[config.mk]
export PLATFORM = sky130hd
export DESIGN_NAME = input_packer
export DESIGN_NICKNAME = d
export VERILOG_FILES = /design/src/rtl/input_packer.sv
export SDC_FILE = /design/constraint.sdc
export NUM_CORES = 1
export LEC_CHECK = 0
export BUFFER_PORTS_ARGS = -buffer_cell sky130_fd_sc_hd__buf_2
export CAP_MARGIN = 20
export CELL_PAD_IN_SITES_DETAIL_PLACEMENT = 0
export CELL_PAD_IN_SITES_GLOBAL_PLACEMENT = 2
export CORE_ASPECT_RATIO = 1.25
export CORE_MARGIN = 4
export CORE_UTILIZATION = 29
export CTS_CLUSTER_SIZE = 8
export DETAILED_ROUTE_END_ITERATION = 12
export PLACE_DENSITY_LB_ADDON = 0.1
export SYNTH_ARGS = -nofsm -noshare
export SYNTH_HDL_FRONTEND = slang
export SYNTH_SLANG_ARGS = --single-unit
[constraint.sdc]
create_clock -name clock -period 2 [get_ports clock]
set_clock_uncertainty 0.1 [all_clocks]
set_input_delay 0.2 -clock clock [delete_from_list [all_inputs] [get_ports clock]]
set_output_delay 0.2 -clock clock [all_outputs]
set_load 0.01 [all_outputs]
[src/rtl/input_packer.sv]
// input_packer: packs a 32-bit valid/ready word stream into 128-bit lines
// and writes them to consecutive SRAM addresses. Frames end on in_last
// (a short final line is zero-padded) or when MAX_WORDS lines have been
// written, in which case the frame is cut off and overflow is flagged.
//
// state  | meaning
// -------+---------------------------------------------------------------
// S_IDLE | after reset; waiting for start, upstream stalled
// S_FILL | accepting beats, writing one line per four beats or per in_last
// S_DONE | frame finished (done, maybe overflow); waiting for a new start

module input_packer #(
    parameter logic [15:0] BASE_ADDR = 16'h0000,
    parameter int          MAX_WORDS = 65536
) (
    input  logic         clock,
    input  logic         reset,
    input  logic         start,
    input  logic         in_valid,
    output logic         in_ready,
    input  logic [31:0]  in_data,
    input  logic         in_last,
    output logic         WE,
    output logic [15:0]  WriteAddress,
    output logic [127:0] WriteBus,
    output logic         done,
    output logic         overflow,
    output logic [16:0]  word_count
);

    typedef enum logic [1:0] {
        S_IDLE = 2'd0,
        S_FILL = 2'd1,
        S_DONE = 2'd2
    } state_t;

    // Line index at which a line completion without in_last truncates the frame.
    localparam logic [16:0] LAST_LINE = 17'(MAX_WORDS - 1);

    state_t         state_q,    state_d;
    logic           in_ready_q, in_ready_d;
    logic [1:0]     lane_q,     lane_d;
    logic [95:0]    pack_q,     pack_d;
    logic           we_q,       we_d;
    logic [15:0]    addr_q,     addr_d;
    logic [127:0]   bus_q,      bus_d;
    logic           done_q,     done_d;
    logic           overflow_q, overflow_d;
    logic [16:0]    count_q,    count_d;

    logic           beat_accept;
    logic           line_complete;
    logic           at_limit;
    logic [127:0]   line_merged;

    // Only lanes 0..2 need storage: a beat landing in lane 3 always completes
    // the line, so it goes straight from in_data into the merged line.
    // Lanes above the current one are already zero in pack_q, which is what
    // gives the zero padding of a short final line.
    assign beat_accept   = in_ready_q & in_valid;
    assign line_complete = beat_accept & ((lane_q == 2'd3) | in_last);
    assign at_limit      = (count_q == LAST_LINE);
    assign line_merged   = {32'h0, pack_q} | ({96'h0, in_data} << {lane_q, 5'b0});

    // Next-state and next-output decode for the frame sequencer.
    always_comb begin
        state_d    = state_q;
        in_ready_d = in_ready_q;
        lane_d     = lane_q;
        pack_d     = pack_q;
        we_d       = 1'b0;
        addr_d     = addr_q;
        bus_d      = bus_q;
        done_d     = done_q;
        overflow_d = overflow_q;
        count_d    = count_q;

        case (state_q)
            S_IDLE, S_DONE: begin
                if (start) begin
                    state_d    = S_FILL;
                    in_ready_d = 1'b1;
                    lane_d     = 2'd0;
                    pack_d     = '0;
                    done_d     = 1'b0;
                    overflow_d = 1'b0;
                    count_d    = '0;
                end
            end

            S_FILL: begin
                if (line_complete) begin
                    we_d    = 1'b1;
                    addr_d  = BASE_ADDR + count_q[15:0];
                    bus_d   = line_merged;
                    count_d = count_q + 17'd1;
                    lane_d  = 2'd0;
                    pack_d  = '0;
                    if (in_last) begin
                        state_d    = S_DONE;
                        in_ready_d = 1'b0;
                        done_d     = 1'b1;
                    end else if (at_limit) begin
                        // Stop consuming: the rest of the frame stays upstream.
                        state_d    = S_DONE;
                        in_ready_d = 1'b0;
                        done_d     = 1'b1;
                        overflow_d = 1'b1;
                    end
                end else if (beat_accept) begin
                    pack_d = line_merged[95:0];
                    lane_d = lane_q + 2'd1;
                end
            end

            default: begin
                state_d    = S_IDLE;
                in_ready_d = 1'b0;
            end
        endcase
    end

    // State and registered outputs; reset drops any partial line unwritten.
    always_ff @(posedge clock) begin
        if (reset) begin
            state_q    <= S_IDLE;
            in_ready_q <= 1'b0;
            lane_q     <= 2'd0;
            pack_q     <= '0;
            we_q       <= 1'b0;
            addr_q     <= '0;
            bus_q      <= '0;
            done_q     <= 1'b0;
            overflow_q <= 1'b0;
            count_q    <= '0;
        end else begin
            state_q    <= state_d;
            in_ready_q <= in_ready_d;
            lane_q     <= lane_d;
            pack_q     <= pack_d;
            we_q       <= we_d;
            addr_q     <= addr_d;
            bus_q      <= bus_d;
            done_q     <= done_d;
            overflow_q <= overflow_d;
            count_q    <= count_d;
        end
    end

    assign in_ready     = in_ready_q;
    assign WE           = we_q;
    assign WriteAddress = addr_q;
    assign WriteBus     = bus_q;
    assign done         = done_q;
    assign overflow     = overflow_q;
    assign word_count   = count_q;

endmodule

==> results of run 1 <==
-- power groups by stage --
stage,clock network [uW],logic [uW],registers [uW]
finish,5790,709,5420
global route,6220,788,5420
CTS,6010,729,5420
detailed placement,0,674,5520
global placement,0,672,5520
floorplan,0,302,5540
-- synth_stat cells, types with 6 or more instances --
library cell,instances,share of area (%)
dfxtp_1,265,56
nor2_1,203,8.1
a21oi_1,122,6.5
nor3_1,99,5.3
a211oi_1,97,7.7
nand2_1,41,1.6
clkbuf_1,38,1.5
a22o_1,32,3.0
buf_2,28,1.5
buf_6,8,0.96
nand3_1,7,0.37
o31ai_1,6,0.48
or3_1,6,0.40
-- state kept, by name (all words and copies together), names as in the netlist --
name	cells
in_ready	1
WE	1
overflow	1
done	1
state_q	2
lane_q	2
word_count	17
pack_q	96
WriteAddress	16
WriteBus	128
-- worst max-delay path: stages (launching register included) --
cell	delay [ns]
dfxtp_2	0.32
and4_1	0.23
and3_4	0.19
and4_1	0.20
ha_2	0.19
nor3_2	0.06
or3_4	0.41
a21oi_2	0.14
-- per-layer routing --
| metal | GRT usage (%) | share of wire (%) | vias up |
|---|---|---|---|
| met5 | 0 | 0 | - |
| met4 | 3.67 | 1.3 | 0 |
| met3 | 4.56 | 6.2 | 32 |
| met2 | 29.7 | 47 | 194 |
| met1 | 23.2 | 45 | 3968 |
| li1 | - | - | 4150 |
-- cell type report --
cell class	instances	area [sq um]	share of cell area, %
timing repair buffer	295	1960	15.5
tap	412	515	4.08
inverter	5	18.8	0.149
clock buffer	42	1030	8.16
multi-input combinational	676	3770	29.9
clock inverter	1	8.76	0.0694
sequential	265	5310	42.1
-- cell usage in the layout, fill, tap and decap left out, types with 3 or more instances in the layout --
cell and count:
dfxtp_1 259, a22o_1 32, clkbuf_16 41, or3_1 5, buf_12 13, a21boi_4 3, o31a_1 3, nand2b_1 3
nor3_1 98, dfxtp_2 6, buf_2 200, nand3_1 7, nand4_1 5, o21a_1 3, or4_1 5, nor2_1 200
dlygate4sd3_1 34, inv_1 5, nor2b_4 3, nor4_1 4, mux2i_1 5, o31ai_1 6, a211oi_1 97, a21oi_1 120
nand2_1 41, buf_4 48
-- kinds of logic after synthesis --
| logic type | Yosys count | synth area share [%] |
|---|---|---|
| and+or+nand+nor | 390 | 18.4 |
| AOI/OAI and AO/OA | 276 | 19.3 |
| DFF | 265 | 56.5 |
| buffers and inverters | 89 | 4.74 |
| muxes | 6 | 0.652 |
| adders and majority gates | 3 | 0.399 |
| xor gates and xnor gates | 1 | 0.0932 |
-- stage by stage --
| stage | power, uW | cells |
|---|---|---|
| after floorplan | 5840 | 1030 |
| after global placement | 6190 | 1618 |
| after detailed placement | 6200 | 1618 |
| after CTS | 12200 | 1697 |
| after global routing | 12400 | 1696 |
| final | 11900 | 1696 |
-- how the worst max path moves through the flow --
stage,startpoint,to
3_5_place_dp,state_q[0]$_SDFFE_PP0P_,WriteBus[49]$_SDFFE_PP0P_
3_3_place_gp,word_count[10]$_SDFFE_PP0P_,done$_SDFFE_PP0P_
2_1_floorplan,word_count[4]$_SDFFE_PP0P_,done$_SDFFE_PP0P_
6_report,word_count[7]$_SDFFE_PP0P_,state_q[1]$_SDFFE_PP0P_
4_1_cts,word_count[12]$_SDFFE_PP0P_,state_q[1]$_SDFFE_PP0P_
5_1_grt,state_q[0]$_SDFFE_PP0P_,WriteBus[74]$_SDFFE_PP0P_
-- repair_timing --
item,in CTS,in global routing
endpoints found under the setup margin,1,3
hold buffers,34,0
endpoints found under the hold margin,176,0
setup buffers,2,0
pin swaps,0,8
gates resized for setup,0,17
==> results.md, run 1 <==
- Reg2reg end: state_q[1]$_SDFFE_PP0P_
- Data arrival, critical path: 2.26 ns
- Post-route cell area: 12600 sq um
- Flop pwr share: 45.5%
- Wirelength per Cell: 18.7 microns
- R2R setup slack: 0.09 ns
- PortBufs: 201
- Internal: 9220 uW
- Period Utilization, post-route: 95.6%
- Final TNS setup: 0 ns
- Syn_nets: 1070
- CTS Buf Count: 39
- Final Hold Fails: 0
- # fillers: 3256
- H-tree Lvls: 2
- Number of global-route vias before repair: 8526
- Slew HR: 66.6%
- Setup CP Type: flop to flop
- First-pass GRT wire length: 50.2 mm
- Crit-path max FO: 4
- Final Hold Slack: 0.0270 ns
- Via density: 4.92
- Cell variety after synth: 43
- Row cnt: 73
- Ant diodes: 0
- CTS clk-pin slew, worst paths: 0.05 ns
- Maximum clock path buffer count: 3
- IO Count: 202
- Worst skew pair latency: 0.52 ns
- Synthesized instance count: 1030
- Die area: 35400 sq um
- Cell Area, Placed: 11200 sq um
- Layout cell share with drive strength beyond 1: 25.9%
- Comb power frac: 5.9%
- Number of synthesized flops with an enable pin: 0
- HPWL Detailed: 19.9 mm
- Power Dens Cells: 945 nW/um^2
- Reg-to-reg critical path startpoint: word_count[7]$_SDFFE_PP0P_
- Startpoint class of the critical path: flop
- Drc violations: 0
- Type of the worst min-delay path: input pin to flop
- Pre-CTS setup slack: 0.00948 ns
- Sequential area share after synthesis: 56.5%
- Die Span X: 169 microns
- Least-Margin Pin Slew: 0.500 ns
- Max-cap check violation count: 0
- Remaining antenna violation count: 0
- Root buf cell: clkbuf_16
- RSZ-0062 raised after global routing: no
- Nets: 1322
- Final core occ: 39.6%
- Switching part of the total: 22.7%
- Final setup fails: 0
- Hold path cells: 3
- Worst vdd ir: 0.613 mV
- P&R area growth vs syn: 34.3%
- Fin crit period: 1.91 ns
- Initial Utilization: 29.5%
- Total Routed Length: 31.7 mm
- Die extent in y: 209 microns
- Grt ovf: 0
- Core Box Area: 31900 sq um
- Antenna violations before repair: 0
- Synth Flop Type: dfxtp_1
- Clock sink count: 265
- Leak: 0.00505 uW
- Syn. warnings: 0
- Final worst slack: 0.0884 ns
- Tot GR Track Use: 17.7%
- Starting DRC count in detailed routing: 337
- R2R depth: 7
- TritonCTS clock tree: yes
- #FFs+latches synth: 265
- Maximum clock rate: 0.523 GHz
- Status: finished, final reports clean
- Largest net degree at the start of global routing: 69
- Syn Area/Cell: 9.12 sq um
- Worst hold start: in_data[23]
- FFs w/ async S/R, synth: 0%
- Hold EP: pack_q[87]$_SDFFE_PP0P_
- Synth Cell Area: 9400 sq um
- Vias after detailed routing: 8344
- P_sw: 2700 uW
- Clock power share: 48.6%
- First-pass iteration count of the detailed router: 4
- Placer Congestion: 0.776
- Final Max Tran Viols: 0
- CP endpoint kind: flop
- CP required: 2.34 ns
(Power assumes the default switching activity.)
==> run 2, diff against run 1 <==
--- a/config.mk
+++ b/config.mk
@@ -15,6 +15,7 @@
 export CTS_CLUSTER_SIZE = 8
 export DETAILED_ROUTE_END_ITERATION = 12
 export PLACE_DENSITY_LB_ADDON = 0.1
+export REMOVE_ABC_BUFFERS = 1
 export SYNTH_ARGS = -nofsm -noshare
 export SYNTH_HDL_FRONTEND = slang
 export SYNTH_SLANG_ARGS = --single-unit
==> results.md, run 2 (synthesized netlist as in run 1, its figures left out) <==
- Status: finished, final reports clean (unchanged)
- Layout cell share with drive strength beyond 1: 25.6% (was 25.9%)
- P&R area growth vs syn: 34.4% (was 34.3%)
- Fin crit period: 1.86 ns (was 1.91 ns)
- Register area: 5310 sq um (about the same)
- Die extent in y: 209 microns (unchanged)
- Crit-path max FO: 12 (was 4)
- Max-cap check violation count: 0 (unchanged)
- Type of the worst min-delay path: input pin to flop (unchanged)
- Commonest non-fill, non-tap cells in the layout: dfxtp_1, nor2_1, buf_2 (unchanged)
- Worst vdd ir: 0.469 mV (was 0.613 mV)
- P_sw: 2750 uW (was 2700 uW)
- Data arrival, critical path: 2.21 ns (was 2.26 ns)
- Period Utilization, post-route: 93.2% (was 95.6%)
- Initial Utilization: 29.5% (unchanged)
- Worst skew pair latency: 0.52 ns (about the same)
- Least-Margin Pin Slew: 0.649 ns (was 0.500 ns)
- Root buf cell: clkbuf_16 (unchanged)
- Grt ovf: 0 (unchanged)
- Wirelength per Cell: 18.8 microns (was 18.7 microns)
- CP required: 2.35 ns (was 2.34 ns)
- CTS Buf Count: 39 (unchanged)
- Vias after detailed routing: 8336 (was 8344)
- Leak: 0.00503 uW (was 0.00505 uW)
- Die area: 35400 sq um (unchanged)
- Number of global-route vias before repair: 8356 (was 8526)
- Clock sink count: 265 (unchanged)
- Startpoint class of the critical path: flop (unchanged)
- Clock power share: 48.2% (was 48.6%)
- Antenna violations before repair: 0 (unchanged)
- Total Routed Length: 31.9 mm (was 31.7 mm)
- Row cnt: 73 (unchanged)
- Internal: 9090 uW (was 9220 uW)
- Post-route cell area: 12600 sq um (about the same)
- First-pass iteration count of the detailed router: 6 (was 4)
- Power Dens Cells: 938 nW/um^2 (was 945 nW/um^2)
- RSZ-0062 raised after global routing: no (unchanged)
- Final Hold Fails: 0 (unchanged)
- Maximum clock path buffer count: 3 (unchanged)
- PortBufs: 201 (unchanged)
- Slew HR: 56.6% (was 66.6%)
- Final setup fails: 0 (unchanged)
- Multi-input logic area: 3770 sq um (about the same)
- Core Box Area: 31900 sq um (unchanged)
- Tot GR Track Use: 17.7% (about the same)
- Flop pwr share: 45.8% (was 45.5%)
- Ant diodes: 0 (unchanged)
- Inst Count DP: 1619 (was 1618)
- Overall power: 11800 uW (was 11900 uW)
- First-pass GRT wire length: 49.8 mm (was 50.2 mm)
- Switching part of the total: 23.3% (was 22.7%)
- Final Hold Slack: 0.141 ns (was 0.0270 ns)
- Drc violations: 0 (unchanged)
- Post-Layout Cell Count: 1697 (was 1696)
- Via density: 4.91 (was 4.92)
- Die Span X: 169 microns (unchanged)
- Setup CP Type: flop to flop (unchanged)
- Max FFs per register: 128 (unchanged)
- Final TNS setup: 0 ns (unchanged)
- Remaining antenna violation count: 0 (unchanged)
- H-tree Lvls: 2 (unchanged)
- HPWL Detailed: 20.2 mm (was 19.9 mm)
- Final Max Tran Viols: 0 (unchanged)
- CTS clk-pin slew, worst paths: 0.05 ns (about the same)
- Setup bufs post-CTS: 0 (was 2)
- # fillers: 3278 (was 3256)
- Commonest non-fill, non-tap cell in the layout: dfxtp_1 (unchanged)
- Maximum clock rate: 0.537 GHz (was 0.523 GHz)
- Comb power frac: 6.0% (was 5.9%)
- Nets: 1322 (unchanged)
- CP endpoint kind: flop (unchanged)
- IO Count: 202 (unchanged)
- Largest net degree at the start of global routing: 80 (was 69)
- Placer Congestion: 0.781 (was 0.776)
- TritonCTS clock tree: yes (unchanged)
- Starting DRC count in detailed routing: 333 (was 337)
- Cell Area, Placed: 11200 sq um (about the same)
## run 2: cell count changes in the layout (fill, tap and decap cells not counted), sizes merged
cell         change
dlygate4sd3      +1
inv              +3
buf              -1
clkbuf           -2
## run 2: metal layers
| layer | global-route usage [%] | vias up | part of all wire, % |
|---|---|---|---|
| met5 | 0 | - | 0 |
| met4 | 5.36 | 0 | 2.2 |
| met3 | 3.37 | 49 | 4.6 |
| met2 | 29.4 | 186 | 47 |
| met1 | 23.3 | 3956 | 46 |
| li1 | - | 4145 | - |
## run 2: through the flow
step                setup WS, ns  util, %
global placement          0.0475     35.2
detailed placement        0.0150     35.2
CTS                      0.00767     39.5
finish                     0.137     39.6
global route             0.00817     39.6
floorplan                  -4.81        -
## run 2: path summary, 6_finish.rpt
check / start / depth (start not counted) / slack, ns / endpoint
min reg2reg: WriteAddress[1]$_SDFFE_PP0P_ / 2 / 0.35 / WriteAddress[1]$_SDFFE_PP0P_
max: state_q[1]$_SDFFE_PP0P_ / 5 / 0.14 / word_count[11]$_SDFFE_PP0P_
min: in_valid / 5 / 0.14 / lane_q[1]$_SDFFE_PP0P_
max reg2reg: state_q[1]$_SDFFE_PP0P_ / 5 / 0.14 / word_count[11]$_SDFFE_PP0P_
## run 2: critical path, stage by stage (launching register included)
cell,delay (ns)
dfxtp_1,0.39
nand2b_1,0.31
nor2_1,0.14
buf_4,0.20
or4_1,0.50
a21oi_1,0.15
## run 2: power groups by stage
stage | clock network, uW | registers, uW | logic (uW)
2_1_floorplan | 0 | 5540 | 245
3_3_place_gp | 0 | 5530 | 663
3_5_place_dp | 0 | 5530 | 666
4_1_cts | 5940 | 5420 | 721
5_1_grt | 6150 | 5420 | 782
6_report | 5710 | 5420 | 708
## run 2: repair_timing
item                                    in CTS  in global routing
gates resized for setup                      0                 13
endpoints found under the hold margin      227                  0
endpoints found under the setup margin       0                  3
hold buffers                                35                  0
## run 2: final cells by class
class	count	share of cell area, %
Clock inverter	4	0.277
Multi-Input combinational cell	676	29.8
Timing Repair Buffer	295	15.9
Sequential cell	265	42.0
Tap cell	412	4.08
Inverter	5	0.149
Clock buffer	40	7.76
==> run 3, diff against run 2 <==
--- a/config.mk
+++ b/config.mk
@@ -5,16 +5,17 @@
 export SDC_FILE = /design/constraint.sdc
 export NUM_CORES = 1
 export LEC_CHECK = 0
-export BUFFER_PORTS_ARGS = -buffer_cell sky130_fd_sc_hd__buf_2
 export CAP_MARGIN = 20
 export CELL_PAD_IN_SITES_DETAIL_PLACEMENT = 0
 export CELL_PAD_IN_SITES_GLOBAL_PLACEMENT = 2
 export CORE_ASPECT_RATIO = 1.25
 export CORE_MARGIN = 4
-export CORE_UTILIZATION = 29
+export CORE_UTILIZATION = 34
 export CTS_CLUSTER_SIZE = 8
 export DETAILED_ROUTE_END_ITERATION = 12
+export DONT_BUFFER_PORTS = 1
 export PLACE_DENSITY_LB_ADDON = 0.1
+export RECOVER_POWER = 25
 export REMOVE_ABC_BUFFERS = 1
 export SYNTH_ARGS = -nofsm -noshare
 export SYNTH_HDL_FRONTEND = slang
==> results.md, run 3 (synthesized netlist as in run 1, its figures left out) <==
- Post-route cell area: 11700 sq um (was 12600 sq um)
- Cell Area, Placed: 10100 sq um (was 11200 sq um)
- Internal: 9120 uW (was 9090 uW)
- Final TNS setup: 0 ns (unchanged)
- Post-Layout Cell Count: 1445 (was 1697)
- IO Count: 202 (unchanged)
- First-pass GRT wire length: 46.0 mm (was 49.8 mm)
- TritonCTS clock tree: yes (unchanged)
- Status: finished, violations left (was finished, final reports clean)
- Remaining antenna violation count: 0 (unchanged)
- Period Utilization, post-route: 97.8% (was 93.2%)
- Worst vdd ir: 0.569 mV (was 0.469 mV)
- Die extent in y: 194 microns (was 209 microns)
- Layout cell share with drive strength beyond 1: 12.9% (was 25.6%)
- Die area: 30400 sq um (was 35400 sq um)
- Antenna violations before repair: 1 (was 0)
- Die Span X: 157 microns (was 169 microns)
- WL met1: 12.7 mm (was 14.6 mm)
- Wirelength per Cell: 20.7 microns (was 18.8 microns)
- Ant diodes: 0 (unchanged)
- HPWL Detailed: 18.3 mm (was 20.2 mm)
- Routed wl met2: 14.5 mm (was 15.1 mm)
- Comb power frac: 4.9% (was 6.0%)
- Vias after detailed routing: 7684 (was 8336)
- Top sig layer: met5 (was met4)
- Nets: 1137 (was 1322)
- Clock power share: 48.7% (was 48.2%)
- Largest net degree at the start of global routing: 130 (was 80)
- Final Max Tran Viols: 0 (unchanged)
- Worst skew pair latency: 0.51 ns (was 0.52 ns)
- Fin crit period: 1.96 ns (was 1.86 ns)
- First-pass iteration count of the detailed router: 4 (was 6)
- Maximum clock path buffer count: 3 (unchanged)
- Core Box Area: 27000 sq um (was 31900 sq um)
- P_sw: 2620 uW (was 2750 uW)
- PortBufs: 0 (was 201)
- Grt ovf: 0 (unchanged)
- Max FFs per register: 128 (unchanged)
- Max-cap check violation count: 0 (unchanged)
- Final Hold Slack: -0.331 ns (was 0.141 ns)
- Data arrival, critical path: 2.30 ns (was 2.21 ns)
- Leak: 0.00404 uW (was 0.00503 uW)
- Final setup fails: 0 (unchanged)
- Crit-path max FO: 4 (was 12)
- Placer Congestion: 0.745 (was 0.781)
- Row cnt: 67 (was 73)
- Drc violations: 0 (unchanged)
- Initial Utilization: 34.8% (was 29.5%)
- Startpoint class of the critical path: flop (unchanged)
- Number of global-route vias before repair: 7646 (was 8356)
- Flop pwr share: 46.4% (was 45.8%)
- Starting DRC count in detailed routing: 295 (was 333)
- Power Dens Cells: 1010 nW/um^2 (was 938 nW/um^2)
- Root buf cell: clkbuf_16 (unchanged)
- H-tree Lvls: 2 (unchanged)
- Slew HR: 70.1% (was 56.6%)
- Setup CP Type: flop to flop (unchanged)
- RSZ-0062 raised after global routing: yes (was no)
- Final Hold Fails: 121 (was 0)
- Total Routed Length: 29.9 mm (was 31.9 mm)
- # fillers: 2732 (was 3278)
- CP required: 2.35 ns (about the same)
- Clock sink count: 265 (unchanged)
- CTS clk-pin slew, worst paths: 0.05 ns (about the same)
- Tot GR Track Use: 18.8% (was 17.7%)
- Commonest non-fill, non-tap cell in the layout: dfxtp_1 (unchanged)
- Failing checks: hold timing
- CTS Buf Count: 39 (unchanged)
- P&R area growth vs syn: 24.2% (was 34.4%)
- Via density: 5.32 (was 4.91)
- Least-Margin Pin Slew: 0.448 ns (was 0.649 ns)
- Switching part of the total: 22.3% (was 23.3%)
- Met3 wire len: 1.97 mm (was 1.47 mm)
- Inst Count DP: 1355 (was 1619)
- Maximum clock rate: 0.511 GHz (was 0.537 GHz)
- Commonest non-fill, non-tap cells in the layout: dfxtp_1, nor2_1, a21oi_1 (was dfxtp_1, nor2_1, buf_2)
- CP endpoint kind: flop (unchanged)
- Type of the worst min-delay path: input pin to flop (unchanged)
## run 3: cell type report
type | count | area (sq um) | share of cell area [%]
well taps | 345 | 432 | 3.70
inverters | 5 | 18.8 | 0.161
repair buffers | 109 | 1090 | 9.35
clock inverters | 3 | 33.8 | 0.289
multi-input cells | 677 | 3780 | 32.4
clock buffers | 41 | 1000 | 8.61
flip-flops and latches | 265 | 5310 | 45.5
## run 3: timing repair
item | 4_1_cts | 5_1_grt
setup endpoints to repair | 0 | 83
setup buffers | 0 | 5
hold buffers | 38 | 1
gates resized for setup | 0 | 20
hold endpoints to repair | 253 | 125
## run 3: worst paths after layout
check | start | cells past startpoint | to | slack, ns
worst max-delay path | word_count[2]$_SDFFE_PP0P_ | 8 | state_q[1]$_SDFFE_PP0P_ | 0.04
worst min-delay path | reset | 1 | done$_SDFFE_PP0P_ | -0.33
worst max register to register | word_count[2]$_SDFFE_PP0P_ | 8 | state_q[1]$_SDFFE_PP0P_ | 0.04
worst min register to register | pack_q[68]$_SDFFE_PP0P_ | 2 | pack_q[68]$_SDFFE_PP0P_ | 0.36
## run 3: power groups by stage
| stage | logic (uW) | clock network [uW] | registers [uW] |
|---|---|---|---|
| finish | 576 | 5720 | 5450 |
| global route | 637 | 6120 | 5450 |
| CTS | 573 | 5900 | 5450 |
| detailed placement | 449 | 0 | 5550 |
| global placement | 449 | 0 | 5550 |
| floorplan | 245 | 0 | 5540 |
## run 3: per-layer routing
| layer | global-route usage (%) | vias up |
|---|---|---|
| li1 | - | 3785 |
| met1 | 23.8 | 3664 |
| met2 | 31.3 | 187 |
| met3 | 5.02 | 46 |
| met4 | 5.18 | 2 |
| met5 | 0 | - |
## run 3: critical path, stage by stage, from the launching register on
cell     delay (ns)
dfxtp_1        0.33
and4_4         0.25
and3_4         0.18
and4_1         0.21
ha_2           0.18
nor3_1         0.05
buf_4          0.15
or3_4          0.34
a21oi_2        0.11
## run 3: stage by stage
step	worst slack, ns	hold WS (ns)	util [%]	total power [uW]
2_1_floorplan	-4.81	0.169	-	5780
3_3_place_gp	0.0754	0.188	37.5	6000
3_5_place_dp	0.0601	0.192	37.5	6000
4_1_cts	0.0294	-0.348	42.8	11900
5_1_grt	-0.0335	-0.353	43.2	12200
6_report	0.0434	-0.331	43.2	11700
